===== config.mk =====
export PLATFORM = sky130hd
export DESIGN_NAME = gpi_conditioner
export DESIGN_NICKNAME = d
export VERILOG_FILES = /design/src/rtl/gpi_conditioner.sv
export SDC_FILE = /design/constraint.sdc
export NUM_CORES = 1
export LEC_CHECK = 0
export ABC_AREA = 1
export BUFFER_PORTS_ARGS = -buffer_cell sky130_fd_sc_hd__buf_4
export CAP_MARGIN = 30
export CORE_ASPECT_RATIO = 1.4
export CORE_MARGIN = 1.5
export CORE_UTILIZATION = 33
export CTS_CLUSTER_SIZE = 12
export DETAILED_ROUTE_END_ITERATION = 10
export PLACE_DENSITY = 0.65
export SYNTH_ARGS = -nofsm -noshare
export SYNTH_HDL_FRONTEND = slang
export SYNTH_SLANG_ARGS = --single-unit

===== constraint.sdc =====
create_clock -name XCLK -period 1.3 [get_ports XCLK]
set_input_delay 0.065 -clock XCLK [delete_from_list [all_inputs] [get_ports XCLK]]
set_output_delay 0.065 -clock XCLK [all_outputs]
set_load 0.005 [all_outputs]

===== src/rtl/gpi_conditioner.sv =====
// Synchronizes, debounces and edge-flags raw board inputs feeding the processor GPI bus.
// Sticky rise/fall flags (write-1-to-clear, set wins) drive a registered, maskable level interrupt.
module gpi_conditioner #(
    parameter int WIDTH    = 32,
    parameter int PRESCALE = 1000,
    parameter int STABLE   = 4
) (
    input  logic             XCLK,
    input  logic             XRESET_N,
    input  logic [WIDTH-1:0] gpi_raw,
    input  logic [WIDTH-1:0] irq_mask,
    input  logic [WIDTH-1:0] clr,
    output logic [WIDTH-1:0] gpi_out,
    output logic [WIDTH-1:0] rise_pend,
    output logic [WIDTH-1:0] fall_pend,
    output logic             irq,
    output logic             ready
);

    localparam int PW = (PRESCALE > 1) ? $clog2(PRESCALE) : 1;
    localparam int DW = $clog2(STABLE);

    logic [WIDTH-1:0]          meta_q, sync_q;
    logic [PW-1:0]             pre_q, pre_d;
    logic                      tick;
    logic [WIDTH-1:0][DW-1:0]  cnt_q, cnt_d;
    logic [WIDTH-1:0]          out_q, out_d;
    logic [WIDTH-1:0]          rise_q, rise_d, fall_q, fall_d;
    logic [WIDTH-1:0]          rise_set, fall_set;
    logic                      irq_q, irq_d;
    logic [2:0]                rt_q, rt_d;
    logic                      ready_q, ready_d;

    assign tick = (pre_q == PW'(PRESCALE - 1));

    always_comb begin
        pre_d    = tick ? '0 : pre_q + 1'b1;
        out_d    = out_q;
        cnt_d    = cnt_q;
        rise_set = '0;
        fall_set = '0;
        for (int i = 0; i < WIDTH; i++) begin
            if (tick) begin
                if (sync_q[i] == out_q[i]) begin
                    cnt_d[i] = '0;
                end else if (cnt_q[i] == DW'(STABLE - 1)) begin
                    cnt_d[i]    = '0;
                    out_d[i]    = sync_q[i];
                    // Changes accepted before ready only settle the level, never flag.
                    rise_set[i] = sync_q[i] & ready_q;
                    fall_set[i] = ~sync_q[i] & ready_q;
                end else begin
                    cnt_d[i] = cnt_q[i] + 1'b1;
                end
            end
        end
        rise_d  = (rise_q & ~clr) | rise_set;
        fall_d  = (fall_q & ~clr) | fall_set;
        irq_d   = |((rise_q | fall_q) & irq_mask);
        rt_d    = (tick && rt_q != 3'd7) ? rt_q + 3'd1 : rt_q;
        ready_d = ready_q | (tick && (int'(rt_q) >= STABLE - 1));
    end

    always_ff @(posedge XCLK or negedge XRESET_N) begin
        if (!XRESET_N) begin
            meta_q  <= '0;
            sync_q  <= '0;
            pre_q   <= '0;
            cnt_q   <= '0;
            out_q   <= '0;
            rise_q  <= '0;
            fall_q  <= '0;
            irq_q   <= 1'b0;
            rt_q    <= '0;
            ready_q <= 1'b0;
        end else begin
            meta_q  <= gpi_raw;
            sync_q  <= meta_q;
            pre_q   <= pre_d;
            cnt_q   <= cnt_d;
            out_q   <= out_d;
            rise_q  <= rise_d;
            fall_q  <= fall_d;
            irq_q   <= irq_d;
            rt_q    <= rt_d;
            ready_q <= ready_d;
        end
    end

    assign gpi_out   = out_q;
    assign rise_pend = rise_q;
    assign fall_pend = fall_q;
    assign irq       = irq_q;
    assign ready     = ready_q;

endmodule


# After elaboration in Yosys (flattened, before gate mapping)
# Index checks and enable logic that the tools add are counted.
dict set report op_classes {
  n_mux 257
  n_lt_le_gt_ge 1
  n_bitwise 136
  add_sub_neg 34
  eq_ne 66
  n_reduce_logical 35
}
# cell count
set ops {}
lappend ops {{two-way mux 1 bit} 192}
lappend ops {{two-way mux 2 bit} 64}
lappend ops {{AND 32 bit} 3}
lappend ops {{bitwise OR 32 bit} 3}
lappend ops {{AND reduction 3 bit} 32}
lappend ops {{adder 2 x 1 -> 2 bit (second input constant)} 32}
lappend ops {{AND 1 bit} 64}
lappend ops {{== test 2 bit (second input constant)} 32}
lappend ops {{NOT 1 bit} 64}
lappend ops {{== test 1 bit} 32}
lappend ops {{NOT 32 bit} 1}
lappend ops {{OR reduction 32 bit} 1}
lappend ops {{adder 10 x 1 -> 10 bit (second input constant)} 1}
lappend ops {{== test 10 bit (second input constant)} 1}
lappend ops {{two-way mux 10 bit} 1}
lappend ops {{adder 3 x 1 -> 3 bit (second input constant)} 1}
lappend ops {{greater-or-equal comparator 3 x 2 -> 1 bit (second input constant)} 1}
lappend ops {{!= test 3 bit (second input constant)} 1}
lappend ops {{logical AND 1 bit} 2}
lappend ops {{bitwise OR 1 bit} 1}
dict set report totals {
  out_inout_bits 98
  word_cells 601
  in_bits 98
  ff_bits 239
}

# Longest topological paths before layout
# Gate-level depths: netlist (run 1).
dict set report logic_depth {
  depth_word 6
  depth_mapped 10
  depth_no_buf 8
}

# Worst setup path before layout (run 1)
# OpenSTA, ideal clock, no wires.
dict set report synth_path {
  path_kind {register to register}
  start {register pre_q[0]}
  end {register cnt_q[11] (netlist bit)}
  required_time_ns 1.182
  path_stages_with_launch 11
  period_less_slack_ns 1.469
  slack_ns -0.169
  path_buffers 2
  setup_ns 0.118
  t_arrival_ns 1.352
  cell_sequence {dfrtp_1 > ha_1 > nand2_1 > inv_2 > nand3_2 > nor2_4 > inv_2 > buf_2 > buf_4 > nand2_1 > nand2_1}
}
dict set report synth_via {
  elab_chain_cells 1
}
# element line
set synth_lines {}
lappend synth_lines {{from (decl)} 24} ;# logic [PW-1:0] pre_q, pre_d;
lappend synth_lines {{from (signal assigned)} 79} ;# pre_q <= pre_d;
lappend synth_lines {{== test 10 bit} 34} ;# assign tick = (pre_q == PW'(PRESCALE - 1));
lappend synth_lines {{to (signal assigned)} 80} ;# cnt_q <= cnt_d;
lappend synth_lines {{to (decl)} 26} ;# logic [WIDTH-1:0][DW-1:0] cnt_q, cnt_d;
# Every way passes these cells.
# A chain may end at the register's enable or synchronous reset.

# Final worst setup path (run 1)
dict set report layout_path {
  start {register pre_q[0]}
  end {register out_q[27], in the netlist gpi_out[27]}
}
dict set report layout_via {
  elab_chain_cells 2
}
# element line
set layout_lines {}
lappend layout_lines {{== test 10 bit} 34}
lappend layout_lines {{AND reduction 3 bit (no line)} n/a}
lappend layout_lines {{to (signal assigned)} 81} ;# out_q <= out_d;
lappend layout_lines {{to (decl)} 27} ;# logic [WIDTH-1:0] out_q, out_d;
# Every way passes these cells.

==> results of run 1 <==
cells by family (layout without fill, tap and decap cells):
| family | after synthesis | count (layout) | share of synthesized area |
|---|---|---|---|
| AOI/OAI and AO/OA | 115 | 115 | 0.0584 |
| xor gates and xnor gates | 37 | 37 | 0.0327 |
| adders and majority gates | 36 | 36 | 0.0454 |
| buffers and inverters | 71 | 433 | 0.0303 |
| DFF | 239 | 239 | 0.603 |
| other | 0 | 2 | 0 |
| and+or+nand+nor | 532 | 532 | 0.230 |
Yosys cell counts:
| cell | number | area share |
|---|---|---|
| clkbuf_1 | 13 | 0.0049 |
| o21bai_1 | 1 | 0.00076 |
| nand3_2 | 1 | 0.0010 |
| dfrtp_1 | 239 | 0.60 |
| a21oi_1 | 1 | 0.00050 |
| nand4_1 | 33 | 0.021 |
| nand3_1 | 84 | 0.042 |
| ha_1 | 36 | 0.045 |
| o21ai_0 | 95 | 0.048 |
| inv_1 | 39 | 0.015 |
| nor2_4 | 1 | 0.0011 |
| a31oi_1 | 1 | 0.00063 |
| xnor2_1 | 2 | 0.0018 |
| nand2_1 | 326 | 0.12 |
| xor2_1 | 35 | 0.031 |
| o21ai_1 | 17 | 0.0086 |
| buf_4 | 6 | 0.0045 |
| inv_2 | 4 | 0.0015 |
| nor3_1 | 3 | 0.0015 |
| or2_2 | 33 | 0.021 |
| buf_2 | 9 | 0.0045 |
| nor2_1 | 51 | 0.019 |
critical path, delay by kind of cell (launching register included):
family	cells	cell delay (ps)
adder cells (fa/ha/maj)	1	180
buffers and inverters	3	390
flip-flops	1	350
AND/OR/NAND/NOR	6	530
report_power, final:
group	internal (mW)	total [mW]	switching, mW
Clock	4.33	7.24	2.92
Combinational	0.392	0.722	0.330
Sequential	7.54	7.62	0.0749
metal layers:
metal  vias to the layer above  wire, um  global-route usage
met4                         2       912              0.0741
met1                      3944     10500               0.205
met3                        61      1020              0.0276
li1                       4084         -                   -
met2                       167     13800               0.302
met5                         -        10                   0
final cells by class:
type	instances	area share
Sequential cell	239	0.418
Clock buffer	36	0.0516
Inverter	43	0.0114
Antenna cell	2	0.000350
Timing Repair Buffer	347	0.208
Tap cell	380	0.0332
Clock inverter	7	0.00612
Multi-Input combinational cell	720	0.272
layout by cell type (no fill, tap or decap), drive strengths merged:
cell         synthesis  layout
nand2              326     326
buf                 15     278
dfrtp              239     239
o21ai              112     112
nand3               85      85
dlygate4sd3          0      68
nor2                52      52
inv                 43      43
ha                  36      36
clkbuf              13      36
xor2                35      35
or2                 33      33
nand4               33      33
clkinv               0       4
nor3                 3       3
diode                0       2
xnor2                2       2
bufinv               0       2
a21oi                1       1
a31oi                1       1
o21bai               1       1
clkinvlp             0       1
bufbuf               0       1
registers in the layout, summed over array words and instances (netlist names):
name	cells
ready	1
rise_pend	32
rt_q	3
gpi_out	32
irq	1
meta_q	32
cnt_q	64
sync_q	32
fall_pend	32
pre_q	10
repair_timing:
action,in CTS,in global routing
setup endpoints to repair,168,176
gates cloned,1,0
resized for setup,75,47
hold buffers,68,0
pin swaps,1,1
hold endpoints to repair,336,0
buffers inserted,1,1
how the worst max path moves through the flow:
| stage | to | slack (ps) | startpoint |
|---|---|---|---|
| 2_1_floorplan | cnt_q[11] | -130 | pre_q[0] |
| 3_3_place_gp | gpi_out[5] | -250 | pre_q[0] |
| 3_5_place_dp | fall_pend[10] | -340 | pre_q[0] |
| 4_1_cts | cnt_q[30] | -270 | pre_q[0] |
| 5_1_grt | gpi_out[27] | -370 | pre_q[1] |
| 6_report | gpi_out[27] | -260 | pre_q[0] |
==> summary.txt, run 1 <==
Run status
  – Outcome: finished, violations left
  – Failing checks: negative setup slack

Clock tree
  – H-tree depth: 1
  – CTS clk-pin slew, worst paths: approximately 60 ps
  – CTS tree: yes
  – Num CTS Buffers: 26
  – Clock Root Buffer: clkbuf_16
  – Max clock buf depth: 3
  – Skew-Pair Late Insertion Delay: approximately 540 ps
  – Sink Count: about 240

Timing
  – Final period utilization: 1.20
  – Post-route setup TNS: -30390 ps
  – Relative slew slack: 0.695
  – RSZ-0062 raised after global routing: yes
  – Layout Skew: 18.2 ps
  – Fmax: around 0.64 GHz
  – Max-slew violation count: 0
  – Period minus WS final: around 1600 ps
  – Hold WS: 10.8 ps
  – Hold Vio Cnt, Final: 0
  – Final Setup Violations: 171
  – Slack of the critical path: -256 ps
  – Slew of the pin with the lowest slew margin: approximately 460 ps

Placed design
  – Post-DP HPWL: 18300 um
  – Area post-placement: 12500 um2
  – GPL Wtd Cong: roughly 0.77
  – Placed insts: between 1500 and 2000
  – Setup Slack @ Placement: -343 ps
  – Port-buffer cells: about 200

Critical path
  – Worst r2r src: pre_q[0]
  – CP Max Fanout: 10
  – Worst Reg-to-Reg Cells: 10
  – CP Data Arrival Time: 1990 ps
  – Reg2Reg Capture Point: gpi_out[27]
  – Crit path required time: around 1700 ps
  – Worst R2R Setup Slack: -260 ps
  – Worst path slowest cell: dfrtp_1
  – Critical path type: register to register
  – Worst Setup End Kind: register
  – Critical path's most frequent cell: nand2_1
  – Startpoint type of the worst setup path: register
  – Crit-path cells: ha_2 -> nand2_1 -> inv_2 -> nand3_2 -> nor2_4 -> buf_12 -> buf_4 -> nand3_1 -> nand2_1 -> nand2_1
  – Delay of the slowest critical-path stage: 350 ps

Finish
  – Final core occ: 0.488
  – Filler instances: 2666
  – Share of layout cells above drive strength 1: 0.291
  – Register area: between 5000 and 6000 um2
  – Fin area: around 14000 um2
  – Multi-input gate area: 3890 um2
  – Area grow syn2layout: 44.3%
  – Layout Cells excl Fill: ~1800
  – # nets final: around 1500

Die
  – DIE AREA: about 31000 um2
  – Cell Rows: 74
  – CORE AREA: around 29000 um2
  – Die Y: ~210 um
  – Initial Util: 0.338
  – Ports: just under 200
  – Die width: between 100 and 150 um

Logic synthesis
  – Unique masters post-synth: 22
  – Mapped Avg Cell Area: about 9.6 um2
  – Register bit total from synthesis: around 240
  – Seq/Total Area, Yosys: 0.603
  – Gate Count Post-Synth: around 1000
  – Mapped Nets: roughly 1200
  – Yosys warnings: 0
  – Post-Syn Area: about 10000 um2

Drt
  – Drt wl/cell: roughly 15 um
  – Drt pass-1 iters: 6
  – Post-Route WL: ~26000 um
  – # DRC: 0
  – Initial DRC count: 303
  – Routed Antenna Nets: 0
  – DR vias: 8258
  – Vias/cell: between 4 and 5

Global route
  – First-pass GRT wire length: 42700 um
  – Vias in the first global route: about 8400
  – Overflow after GRT: 0
  – Largest net degree at the start of global routing: between 60 and 70
  – Aggregate global-route resource usage: 0.172
  – Antenna violations before repair: 2

Pwr
  – PwrDens: about 1100 nW/um2
  – Tot Pwr: 15.6 mW
  – Pleak: between 7 and 8 nW
  – Max IR drop VDD: 1.09 mV

Worst hold path
  – Hold Path Class: input port to asynchronous set/reset pin

Job
  – Max Cap Violations: 0
(Power assumes the default switching activity.)
==> run 2: changes to the inputs <==
Settings changed: CELL_PAD_IN_SITES_DETAIL_PLACEMENT set to 0, CELL_PAD_IN_SITES_GLOBAL_PLACEMENT set to 2, CORE_UTILIZATION 33 to 31, PLACE_DENSITY 0.65 to 0.74, SLEW_MARGIN set to 20.
==> run 2 against run 1 <==
Compared with the run above: the flow still finishes with violations (negative setup slack); setup slack better by 10 ps; worst hold slack worse by 8.7 ps; sequential share of layout area down 2.0 points; sequential cell count unchanged; final cell count up 2.6%; clock power up 2%; non-clock buffer count up 29; routed wire length up 7.3%; combinational power up 5.0%.
==> summary.txt, run 2 (synthesis gave the netlist of run 1 again) <==
Die
  – DIE AREA: roughly 33000 um2
  – Die width: ~150 um
  – Die Y: about 210 um
  – Cell Rows: between 70 and 80
  – Initial Util: 0.315
  – Ports: about 200
  – CORE AREA: 31500 um2

Critical path
  – Crit path required time: roughly 1800 ps
  – Start point of the critical path: pre_q[0]
  – Worst Reg-to-Reg Cells: 9
  – Critical path type: register to register
  – Worst Setup End Kind: register
  – CP Data Arrival Time: approximately 2000 ps
  – Worst r2r src: pre_q[0]
  – CP Max Fanout: 10
  – Startpoint type of the worst setup path: register

Pwr
  – PwrDens: 1050 nW/um2
  – Max IR drop VDD: ~0.83 mV
  – Sw Pwr: about 3.4 mW
  – Clock share of power: 0.468
  – Pleak: approximately 7.6 nW
  – Power share of the sequential group: 0.484
  – Cell Int Power: approximately 12 mW
  – Logic pwr share: 0.048
  – Switching share of power: 0.214

Drt
  – # DRC: 0
  – DR vias: 8250
  – Routed Antenna Nets: 0
  – Drt wl/cell: between 15 and 20 um
  – Vias/cell: approximately 4.5
  – Post-Route WL: between 20000 and 30000 um
  – Initial DRC count: 310
  – Drt pass-1 iters: 4

Finish
  – Area grow syn2layout: 51.6%
  – Final core occ: 0.477
  – Layout Cells excl Fill: 1821
  – Max reg flops: 64
  – # nets final: approximately 1500
  – N_diodes: 0
  – Share of layout cells above drive strength 1: 0.327
  – Largest Register: cnt_q
  – Commonest non-fill, non-tap cell in the layout: nand2_1
  – Most frequent cells in the layout: 321 x nand2_1, 271 x buf_4, 238 x dfrtp_1
  – Filler instances: 2996

Placed design
  – Port-buffer cells: ~200
  – GPL Wtd Cong: ~0.76
  – Post-DP HPWL: around 18000 um
  – Placed insts: ~1700

Timing
  – Max-slew violation count: 0
  – Relative slew slack: 0.713
  – Hold Vio Cnt, Final: 0
  – Slew of the pin with the lowest slew margin: approximately 430 ps
  – Period minus WS final: 1550 ps
  – Fmax: 0.647 GHz
  – Slack of the critical path: -246 ps
  – Layout Skew: around 24 ps
  – RSZ-0062 raised after global routing: yes
  – Final Setup Violations: 171
  – Final period utilization: 1.19

Clock tree
  – Num CTS Buffers: 26
  – CTS clk-pin slew, worst paths: 60 ps
  – Skew-Pair Late Insertion Delay: 540 ps
  – CTS tree: yes
  – Clock Root Buffer: clkbuf_16
  – Sink Count: 239
  – Max clock buf depth: 3
  – H-tree depth: 1

Global route
  – Antenna violations before repair: 0
  – Overflow after GRT: 0
  – Vias in the first global route: between 8000 and 9000
  – Largest net degree at the start of global routing: 46
  – Aggregate global-route resource usage: 0.169
  – First-pass GRT wire length: between 40000 and 50000 um

Worst hold path
  – Worst hold path startpoint: irq_mask[31]
  – Worst hold path depth: 7
  – Hold Path Class: input port to register

Job
  – Max Cap Violations: 0

Run status
  – Outcome: finished, violations left
  – Failing checks: negative setup slack
[run 2: final timing paths]
check                                end  slack (ps)
setup / recovery              gpi_out[6]        -250
hold / removal                       irq           2
setup reg to reg              gpi_out[6]        -250
hold reg to reg                sync_q[2]         350
max in group asynchronous  rise_pend[20]         680
min in group asynchronous      sync_q[0]          40
[run 2: final cells by class]
class | instances | area, um2 | area share
Sequential cell | 239 | 5980 | 0.398
Clock buffer | 44 | 810 | 0.0538
Tap cell | 395 | 494 | 0.0329
Timing Repair Buffer | 376 | 3450 | 0.230
Inverter | 43 | 169 | 0.0112
Clock inverter | 4 | 45.0 | 0.00300
Multi-Input combinational cell | 720 | 4090 | 0.272
[run 2: repair_timing]
action                     CTS  global route
gates resized for setup    124            70
hold endpoints to repair   336             0
pin swaps                   17            11
cloned                       5             6
hold buffers                67             0
buffers inserted            12             0
setup endpoints to repair  173           174
[run 2: metrics by stage]
step	setup WS [ps]	total power, mW	TNS [ps]	hold slack (ps)	area [um2]
after global routing	-343	16.4	-48500	53.0	15000
final	-246	15.7	-34000	2.12	15000
after global placement	-312	8.33	-37250	14.8	12600
after detailed placement	-333	8.34	-40020	17.4	12600
after floorplan	-126	7.83	-13400	-231	9940
after CTS	-243	16.0	-32530	5.45	14600
[run 2: power groups by stage]
stage / clock (mW) / combinational (mW) / sequential, mW
after floorplan: 0 / 0.0983 / 7.73
after global placement: 0 / 0.586 / 7.75
after detailed placement: 0 / 0.587 / 7.75
after CTS: 7.65 / 0.767 / 7.62
after global routing: 7.92 / 0.844 / 7.63
final: 7.37 / 0.758 / 7.62
[run 2: critical path, stage by stage (launching register included)]
cell	delay, ps
dfrtp_1	360
ha_2	190
nand2_2	50
inv_2	50
nand3_2	70
nor2_4	140
buf_8	170
bufbuf_16	280
nand4_1	90
nand2_1	90
[run 2: metal layers]
layer	routed length [um]	vias to the layer above	track usage
li1	-	4134	-
met1	12000	3926	0.206
met2	14300	165	0.304
met3	1180	25	0.0267
met4	541	0	0.0495
met5	0	-	0
==> run 3: changes to the inputs <==
Settings changed: GPL_TIMING_DRIVEN set to 0.
==> run 3 against run 2 <==
Compared with the run above: the flow finishes with violations (negative hold slack, negative setup slack); cell area shrank 6.6%; setup slack lost 46 ps; sequential power is essentially flat; first-iteration DRC count shrank 19%; final cell count shrank 4.2%; largest cell class unchanged; worst hold slack lost 490 ps; power shrank 6.3%; critical path depth is the same; routed wire length grew 2.6%; register-to-register slack lost 50 ps; sequential cell count is the same; via count shrank 1.7%.
==> summary.txt, run 3 (synthesis gave the netlist of run 1 again) <==
Run status
  – Outcome: finished, violations left
  – Failing checks: negative hold slack, negative setup slack

Finish
  – Final core occ: 0.446
  – Area grow syn2layout: 41.5%
  – Max reg flops: 64
  – Share of layout cells above drive strength 1: 0.270
  – Fin area: 14000 um2
  – Commonest non-fill, non-tap cell in the layout: nand2_1
  – Largest Register: cnt_q
  – # nets final: 1471
  – Most frequent cells in the layout: 319 x nand2_1, 239 x dfrtp_1, 205 x buf_4

Worst hold path
  – Hold Path Class: input port to asynchronous set/reset pin

Clock tree
  – Sink Count: 239
  – CTS clk-pin slew, worst paths: 60 ps
  – CTS tree: yes
  – Num CTS Buffers: 25
  – Skew-Pair Late Insertion Delay: approximately 530 ps
  – H-tree depth: 1
  – CTS Hold Buffers Added: 72
  – Max clock buf depth: 3
  – Clock Root Buffer: clkbuf_16

Timing
  – Slack of the critical path: -292 ps
  – Layout Skew: ~11 ps
  – Relative slew slack: 0.544
  – Final Setup Violations: roughly 170
  – Slew of the pin with the lowest slew margin: 684 ps
  – Final period utilization: 1.22
  – Hold Vio Cnt, Final: 83
  – Fmax: ~0.63 GHz
  – Hold WS: -485 ps
  – Post-route setup TNS: -39900 ps
  – Period minus WS final: between 1500 and 2000 ps
  – Max-slew violation count: 0
  – RSZ-0062 raised after global routing: yes

Placed design
  – Area post-placement: around 12000 um2
  – GPL Wtd Cong: 0.720
  – Post-DP HPWL: between 15000 and 20000 um
  – Setup Slack @ Placement: -590 ps
  – Port-buffer cells: between 150 and 200

Pwr
  – Max IR drop VDD: just over 0.8 mV
  – PwrDens: 1050 nW/um2
  – Pleak: between 7 and 8 nW

Die
  – Die Y: approximately 210 um
  – DIE AREA: roughly 33000 um2
  – Cell Rows: 77
  – Ports: around 200
  – Die width: 154 um
  – Initial Util: 0.315
  – CORE AREA: approximately 32000 um2

Critical path
  – CP Data Arrival Time: about 2000 ps
  – Startpoint type of the worst setup path: register
  – Worst path slowest cell: dfrtp_1
  – Critical path type: register to register
  – CP Max Fanout: 10
  – Crit path required time: 1740 ps
  – Crit path depth: 9
  – Reg2Reg Capture Point: rise_pend[21]
  – CP Buf/Inv Count: 3
  – Worst R2R Setup Slack: -290 ps
  – Largest delay share family, worst path: buffers and inverters
  – Worst r2r src: pre_q[1]
  – Worst Reg-to-Reg Cells: 9
  – Worst Setup End Kind: register
  – Delay of the slowest critical-path stage: ~360 ps
  – Crit-path cells: ha_2 -> nand2_2 -> inv_2 -> nand3_2 -> nor2_4 -> buf_12 -> buf_8 -> nand3_1 -> o21ai_0

Global route
  – Vias in the first global route: 8491
  – Overflow after GRT: 0
  – Met2 GRT Util: 0.316
  – Met1 usage: 0.219
  – First-pass GRT wire length: between 40000 and 50000 um
  – Largest net degree at the start of global routing: a little under 90
  – Antenna violations before repair: 1
  – Aggregate global-route resource usage: 0.177
  – GRT met3 Usage: 0.0283
  – Busiest grt layer: met2

Job
  – Max Cap Violations: 0

Drt
  – Drt wl/cell: 16.5 um
  – Routed Antenna Nets: 0
  – Drt pass-1 iters: 4
  – Post-Route WL: 28800 um
  – DR vias: roughly 8000
  – Vias/cell: about 4.6
  – # DRC: 0
  – Initial DRC count: 250
-- run 3: cell types whose count changed in the layout (fill, tap and decap cells not counted), moves of 4 or more --
cell	delta
buf_12	-6
buf_4	-66
buf_6	-8
clkbuf_16	-4
dlygate4sd3_1	+5
nand3_2	+14
nand3_4	-14
nor2_1	-5
nor2_2	+5
o21ai_1	+30
o21ai_2	-31
-- run 3: worst max-delay path by stage --
| stage | slack [ps] | to | from |
|---|---|---|---|
| 2_1_floorplan | -130 | cnt_q[11] | pre_q[0] |
| 3_3_place_gp | -1890 | fall_pend[13] | XRESET_N |
| 3_5_place_dp | -590 | irq | fall_pend[8] |
| 4_1_cts | -260 | rt_q[0] | pre_q[1] |
| 5_1_grt | -390 | cnt_q[36] | pre_q[1] |
| 6_report | -290 | rise_pend[21] | pre_q[1] |
-- run 3: per-stage QoR --
step	cells	hold slack (ps)	power, mW
floorplan	1030	-231	7.83
global placement	1620	175	8.24
detailed placement	1622	105	8.27
CTS	1743	-468	15.0
global route	1744	-441	15.4
finish	1745	-485	14.8
-- run 3: power breakdown --
group	internal [mW]	leakage, nW	switching (mW)
combinational	0.378	3.62	0.319
clock	3.56	0.344	2.88
sequential	7.54	3.18	0.0745
-- run 3: per-layer routing --
layer,vias up,wire length (um),share of wire
met1,3896,12300,0.43
li1,3999,-,-
met2,181,14700,0.51
met3,33,1280,0.045
met5,-,0,0
met4,0,523,0.018
-- run 3: cell type report --
cell class,instances,area (um2)
inverters,43,170
clock buffers,34,669
flip-flops and latches,239,5980
repair buffers,280,2400
plain buffers,28,380
multi-input cells,720,3910
well taps,395,494
clock inverters,5,25.0
diodes,1,2.50
fillers,3132,17500
-- run 3: timing repair --
action | 4_1_cts | 5_1_grt
endpoints found under the setup margin | 173 | 174
gates resized for setup | 127 | 72
cloned | 2 | 1
endpoints found under the hold margin | 177 | 80
pin swaps | 4 | 1
setup buffers | 8 | 1
